`src/rtl/uart_cmd_framer.sv`:
```
// Purpose: pack BYTES consecutive UART receiver bytes (MSB first) into one command word.
// Latency: cmd/cmd_rdy update on the edge after the last byte's accept cycle; clr_rx_rdy is same-cycle.
// Backpressure: while a completed word is held, rx_rdy is left pending at the receiver until clr_cmd_rdy.
module uart_cmd_framer #(
  parameter int  BYTES   = 3,
  parameter int  TIMEOUT = 50000,
  localparam int CMD_W   = 8 * BYTES
) (
  input  logic             clk,
  input  logic             rst_n,
  input  logic             rx_rdy,
  input  logic [7:0]       rx_byte,
  output logic             clr_rx_rdy,
  output logic [CMD_W-1:0] cmd,
  output logic             cmd_rdy,
  input  logic             clr_cmd_rdy,
  output logic             frame_err
);

  localparam int TW = $clog2(TIMEOUT);
  localparam int CW = $clog2(BYTES);

  typedef enum logic [1:0] {IDLE, COLLECT, HOLD} state_t;

  state_t             state, state_nxt;
  logic [CW-1:0]      byte_cnt;
  logic [TW-1:0]      timer;
  // Only the first BYTES-1 bytes need storing; the last byte goes straight into cmd.
  logic [CMD_W-9:0]   asm_q;
  logic [CMD_W-1:0]   asm_nxt;
  logic               accept;
  logic               last;
  logic               tmo;

  // State register.
  always_ff @(posedge clk or negedge rst_n) begin
    if (!rst_n) state <= IDLE;
    else        state <= state_nxt;
  end

  // Accept/complete/timeout decode and next-state selection.
  always_comb begin
    state_nxt  = state;
    accept     = rx_rdy && (state != HOLD);
    last       = accept && (state == COLLECT) && (byte_cnt == CW'(BYTES - 1));
    tmo        = (state == COLLECT) && !accept && (timer == TW'(TIMEOUT - 1));
    asm_nxt    = {asm_q, rx_byte};
    clr_rx_rdy = accept;
    case (state)
      IDLE:    if (accept) state_nxt = COLLECT;
      COLLECT: begin
        if (last)     state_nxt = HOLD;
        else if (tmo) state_nxt = IDLE;
      end
      HOLD:    if (clr_cmd_rdy) state_nxt = IDLE;
      default: state_nxt = IDLE;
    endcase
  end

  // Assembly shift register, byte counter, inter-byte timer and output word.
  always_ff @(posedge clk or negedge rst_n) begin
    if (!rst_n) begin
      asm_q     <= '0;
      byte_cnt  <= '0;
      timer     <= '0;
      cmd       <= '0;
      cmd_rdy   <= 1'b0;
      frame_err <= 1'b0;
    end else begin
      frame_err <= tmo;
      if (accept) begin
        asm_q    <= asm_nxt[CMD_W-9:0];
        timer    <= '0;
        byte_cnt <= last ? '0 : byte_cnt + 1'b1;
      end else if (tmo) begin
        // Partial frame is dropped; cmd keeps the last complete word.
        asm_q    <= '0;
        byte_cnt <= '0;
        timer    <= '0;
      end else if (state == COLLECT) begin
        timer <= timer + 1'b1;
      end
      if (last) begin
        cmd     <= asm_nxt;
        cmd_rdy <= 1'b1;
      end else if ((state == HOLD) && clr_cmd_rdy) begin
        cmd_rdy <= 1'b0;
      end
    end
  end

endmodule

```
`config.mk`:
```
export PLATFORM = sky130hd
export DESIGN_NAME = uart_cmd_framer
export DESIGN_NICKNAME = d
export VERILOG_FILES = /design/src/rtl/uart_cmd_framer.sv
export SDC_FILE = /design/constraint.sdc
export NUM_CORES = 1
export LEC_CHECK = 0
export ABC_AREA = 1
export ABC_CLOCK_PERIOD_IN_PS = 1500
export BUFFER_PORTS_ARGS = -buffer_cell sky130_fd_sc_hd__buf_2
export CAP_MARGIN = 20
export CORE_UTILIZATION = 25
export CTS_CLUSTER_DIAMETER = 80
export DETAILED_ROUTE_END_ITERATION = 6
export HOLD_SLACK_MARGIN = 0.05
export SLEW_MARGIN = 20
export SYNTH_ARGS = -nofsm -noshare
export SYNTH_HDL_FRONTEND = slang
export SYNTH_SLANG_ARGS = --single-unit
```
`constraint.sdc`:
```
create_clock -name clk -period 1.5 [get_ports clk]
set_clock_uncertainty 0.05 [all_clocks]
set_input_delay 0.15 -clock clk [delete_from_list [all_inputs] [get_ports clk]]
set_output_delay 0.15 -clock clk [all_outputs]
set_load 0.005 [all_outputs]
```
After elaboration in Yosys (flattened, before gate mapping)
Cells that the tools add are included.
{"block": "word_totals", "ff_bits": 62, "in_bits": 12, "output_inout_bits": 27, "word_cells": 43}
{"block": "classes", "add_sub_neg": 2, "n_eq_ne": 8, "n_mux": 14, "reduce_logical": 12}
{"operator": "$mux W16", "count": 5}
{"operator": "$add A16 B1 Y16 const B", "count": 1}
{"operator": "$eq A16 B16 Y1 const B", "count": 1}
{"operator": "$mux W2", "count": 6}
{"operator": "$logic_and A1 B1 Y1", "count": 6}
{"operator": "$ne A2 B2 Y1 const B", "count": 3}
{"operator": "$pmux W2 S3", "count": 1}
{"operator": "$eq A2 B2 Y1 const B", "count": 2}
{"operator": "$reduce_bool A2 Y1", "count": 2}
{"operator": "$ne A3 B3 Y1 const B", "count": 1}
{"operator": "$reduce_and A3 Y1", "count": 1}
{"operator": "$reduce_bool A3 Y1", "count": 1}
{"operator": "$add A2 B1 Y2 const B", "count": 1}
{"operator": "$eq A2 B1 Y1 const B", "count": 1}
{"operator": "$logic_not A2 Y1", "count": 1}
{"operator": "$mux W1", "count": 2}
{"operator": "$logic_not A1 Y1", "count": 1}

Longest topological paths before layout
{"block": "depth", "word_depth": 8, "mapped_depth": 10, "mapped_depth_nobuf": 9}

Least setup slack after synthesis
No wires, ideal clock.
{"block": "synth_timing", "path_type": "reg2reg", "from": "register timer[0]", "to": "register asm_q[5]", "setup_ns": 0.116, "t_arrival_ns": 1.257, "slack_ns": 0.077, "path_stages_with_launch": 10, "n_path_buf": 1, "path_cell_list": "dfrtp_1 ha_1 nand3_1 nor2_4 nand3_2 nand2_2 inv_4 buf_12 nand2_2 nand2_1"}
{"block": "synth_via", "elab_chain_len": 3}
{"element": "start: declaration", "line": "27", "rtl": "logic [TW-1:0] timer;"}
{"element": "start signal: assignment", "line": "81", "rtl": "timer <= timer + 1'b1;"}
{"element": "$eq A16 B16 Y1", "line": "46", "rtl": "tmo = (state == COLLECT) && !accept && (timer == TW'(TIMEOUT - 1));"}
{"element": "$logic_and A1 B1 Y1", "line": "46"}
{"element": "$reduce_bool A2 Y1 (no line)"}
{"element": "end signal: assignment", "line": "72", "rtl": "asm_q <= asm_nxt[CMD_W-9:0];"}
{"element": "end: declaration", "line": "29", "rtl": "logic [CMD_W-9:0] asm_q;"}
No other way between the ends.
A chain may end at the register's enable or synchronous reset.

Worst setup path after layout
{"block": "layout_timing", "from": "register state[0]", "to": "output clr_rx_rdy"}
{"block": "layout_via", "elab_chain_len": 2}
{"element": "start: declaration", "line": "25", "rtl": "state_t state, state_nxt;"}
{"element": "start signal: assignment", "line": "38", "rtl": "else state <= state_nxt;"}
{"element": "$ne A2 B2 Y1", "line": "44", "rtl": "accept = rx_rdy && (state != HOLD);"}
{"element": "$logic_and A1 B1 Y1", "line": "44"}
{"element": "end: declaration", "line": "13", "rtl": "output logic clr_rx_rdy,"}
No other way between the ends.

==> metrics.yaml <==
routing:
  drt-total-wl_um: 6610
  drtIter0Drc: 110
  drcViolationCount: 0
  avgRoutedWirePerCell_um: 12.0
  num_vias: 2406
  ant_nets: 0
  avgViaCountPerCell: 4.35
  drtPass1Iterations: 4
timing:
  relSlewSlack_pct: 77.8
  worst_slack_ns: 0.0668
  slew_violations: 0
  fmax_mhz: 698
  post-route-min-period_ns: 1.43
  post-route-period-util_pct: 95.5
  final-hold-violation-count: 0
  hold_slack_ns: 0.126
  setup_violations: 0
  rsz0062_at_grt: "yes"
  worst_pin_slew_ns: 0.333
worst_setup_path:
  arrival_ns: 1.23
  required_ns: 1.30
  worstSetupPathType: "flip-flop to output pin"
  cp-start-kind: "flip-flop"
  worst_setup_path_end_kind: "output pin"
  cp_max_fo: 14
power_and_ir_drop:
  p_leak_nw: 1.88
  vdd_ir_drop_max_mv: 0.508
  p_per_area_mw_per_mm2: 1610
grt:
  grt_pass1_vias: 2366
  overflow: 0
  grt_pass1_wl_um: 11000
  antenna_found_initial: 0
  grt_max_degree: 63
  globalRouteTotalUtil_pct: 12.2
die:
  die_h_um: 108
  die_area_mm2: 0.0118
  coreArea_mm2: 0.0109
  rows: 38
  initial_utilization_pct: 25.9
  io_pins: 39
  die_x_um: 108
final_layout:
  final_cell_mix: "nand2_1 (142), dfrtp_1 (60), buf_2 (38), nor2_1 (23), inv_1 (18)"
  seqCellArea_mm2: 0.00155
  post-route-util_pct: 34.6
  fillers: 1158
  drive_gt1_share_pct: 27.4
  nets: 422
  layout_commonest_cell: "nand2_1"
  fin_area_mm2: 0.00379
  area_growth_pct: 33.7
  fin_cells: 553
  n_antenna_cell: 0
  multi_input_area_mm2: 0.00116
clock_network:
  cts_tree: "built"
  clk_pin_slew_worst_paths_ns: 0.05
  cts_num_sinks: 62
  cts_buffer_depth: 2
  numCtsBuffers: 9
  clk_latency_ns: 0.33
  htreeDepth: 3
  root_buffer: "clkbuf_16"
synth:
  yosysUniqueCellTypes: 28
  ys_async_sr_fraction_pct: 100
  synth_edf_count: 0
  ys_seq_area_share_pct: 54.7
  ys_ff_latch: 62
  synth_nets: 355
  yosysWarnings: 0
  syn_area_per_cell_um2: 8.29
  synthFlopType: "dfrtp_1"
  synth_area_mm2: 0.00283
  syn_inst: 342
placement:
  preCtsSetupSlack_ns: -0.0368
  place_hpwl_um: 4550
  portBuffers: 38
  place_area_mm2: 0.00324
  gp_congestion: 0.852
  dp.cells: 523
status:
  status: "finished, final reports clean"
job:
  drv_cap: 0
worst_hold_path:
  min_path_type: "input pin to flip-flop"
-- per-stage QoR --
step                      power, mW   TNS, ns
after floorplan                3.16         0
after global placement         3.71         0
after detailed placement       3.76    -0.134
after CTS                      6.08   -0.0388
after global routing           6.50  -0.00473
final                          6.09         0
-- worst paths after layout --
path / to / from / slack, ns / depth (start not counted)
max: clr_rx_rdy / state[0] / 0.07 / 5
min: state[0] / rx_rdy / 0.13 / 3
max reg2reg: timer[5] / timer[1] / 0.10 / 7
min reg2reg: cmd[4] / cmd[4] / 0.42 / 2
max in group asynchronous: timer[6] / rst_n / 0.80 / 3
min in group asynchronous: timer[11] / rst_n / 0.31 / 3
-- power breakdown --
| group | switching (mW) | internal (mW) | leakage [nW] |
|---|---|---|---|
| Clock | 0.692 | 1.53 | 0.155 |
| Combinational | 0.826 | 0.635 | 0.928 |
| Sequential | 0.282 | 2.13 | 0.795 |
-- cell usage after synthesis, types with 3 or more instances --
cell type,number,share of area [%]
nand2_1,142,19
dfrtp_1,62,55
nor2_1,28,3.7
inv_1,21,2.8
nand2_2,15,3.3
nand3_1,12,2.1
o21ai_0,11,1.9
nor3_1,8,1.4
buf_2,7,1.2
nand4_1,6,1.3
inv_2,4,0.53
xor2_1,4,1.2
nand2_4,3,1.2
-- sequential cells by signal, indices dropped and copies added, names as in the netlist --
register and flops:
byte_cnt 2, state 2, frame_err 1, asm_q 16
timer 16, cmd_rdy 1, cmd 24
-- critical path: stages, from the launching register on --
cell	delay, ns
dfrtp_1	0.40
inv_2	0.08
nand2_2	0.07
nand2_4	0.13
inv_6	0.08
buf_2	0.13
-- cell families after synthesis --
group | after synthesis | synth area share, %
xor gates and xnor gates | 4 | 1.24
DFF | 62 | 54.7
buffers and inverters | 36 | 5.92
AOI/OAI and AO/OA | 18 | 3.62
and+or+nand+nor | 221 | 34.0
adders and majority gates | 1 | 0.441
-- layout make-up --
type                    count  share of cell area, %
multi-input cells         244                   30.7
clock buffers              12                   6.77
flip-flops and latches     62                   41.0
inverters                  27                   3.17
clock inverters             3                   1.78
well taps                 140                   4.62
repair buffers             65                   11.9
-- timing repair --
item,CTS,global route
buffers inserted,1,4
cloned,0,0
hold buffers,10,0
hold endpoints to repair,79,0
pin swaps,0,5
gates resized for setup,4,23
endpoints found under the setup margin,20,55
-- layer usage --
metal	vias up	routed length (µm)	global-route usage [%]
met5	-	0	0
met4	0	148	7.34
met3	11	243	2.71
met2	44	3100	19.2
met1	1146	3120	15.4
li1	1205	-	-
No activity file was read; power rests on OpenSTA's default activity.
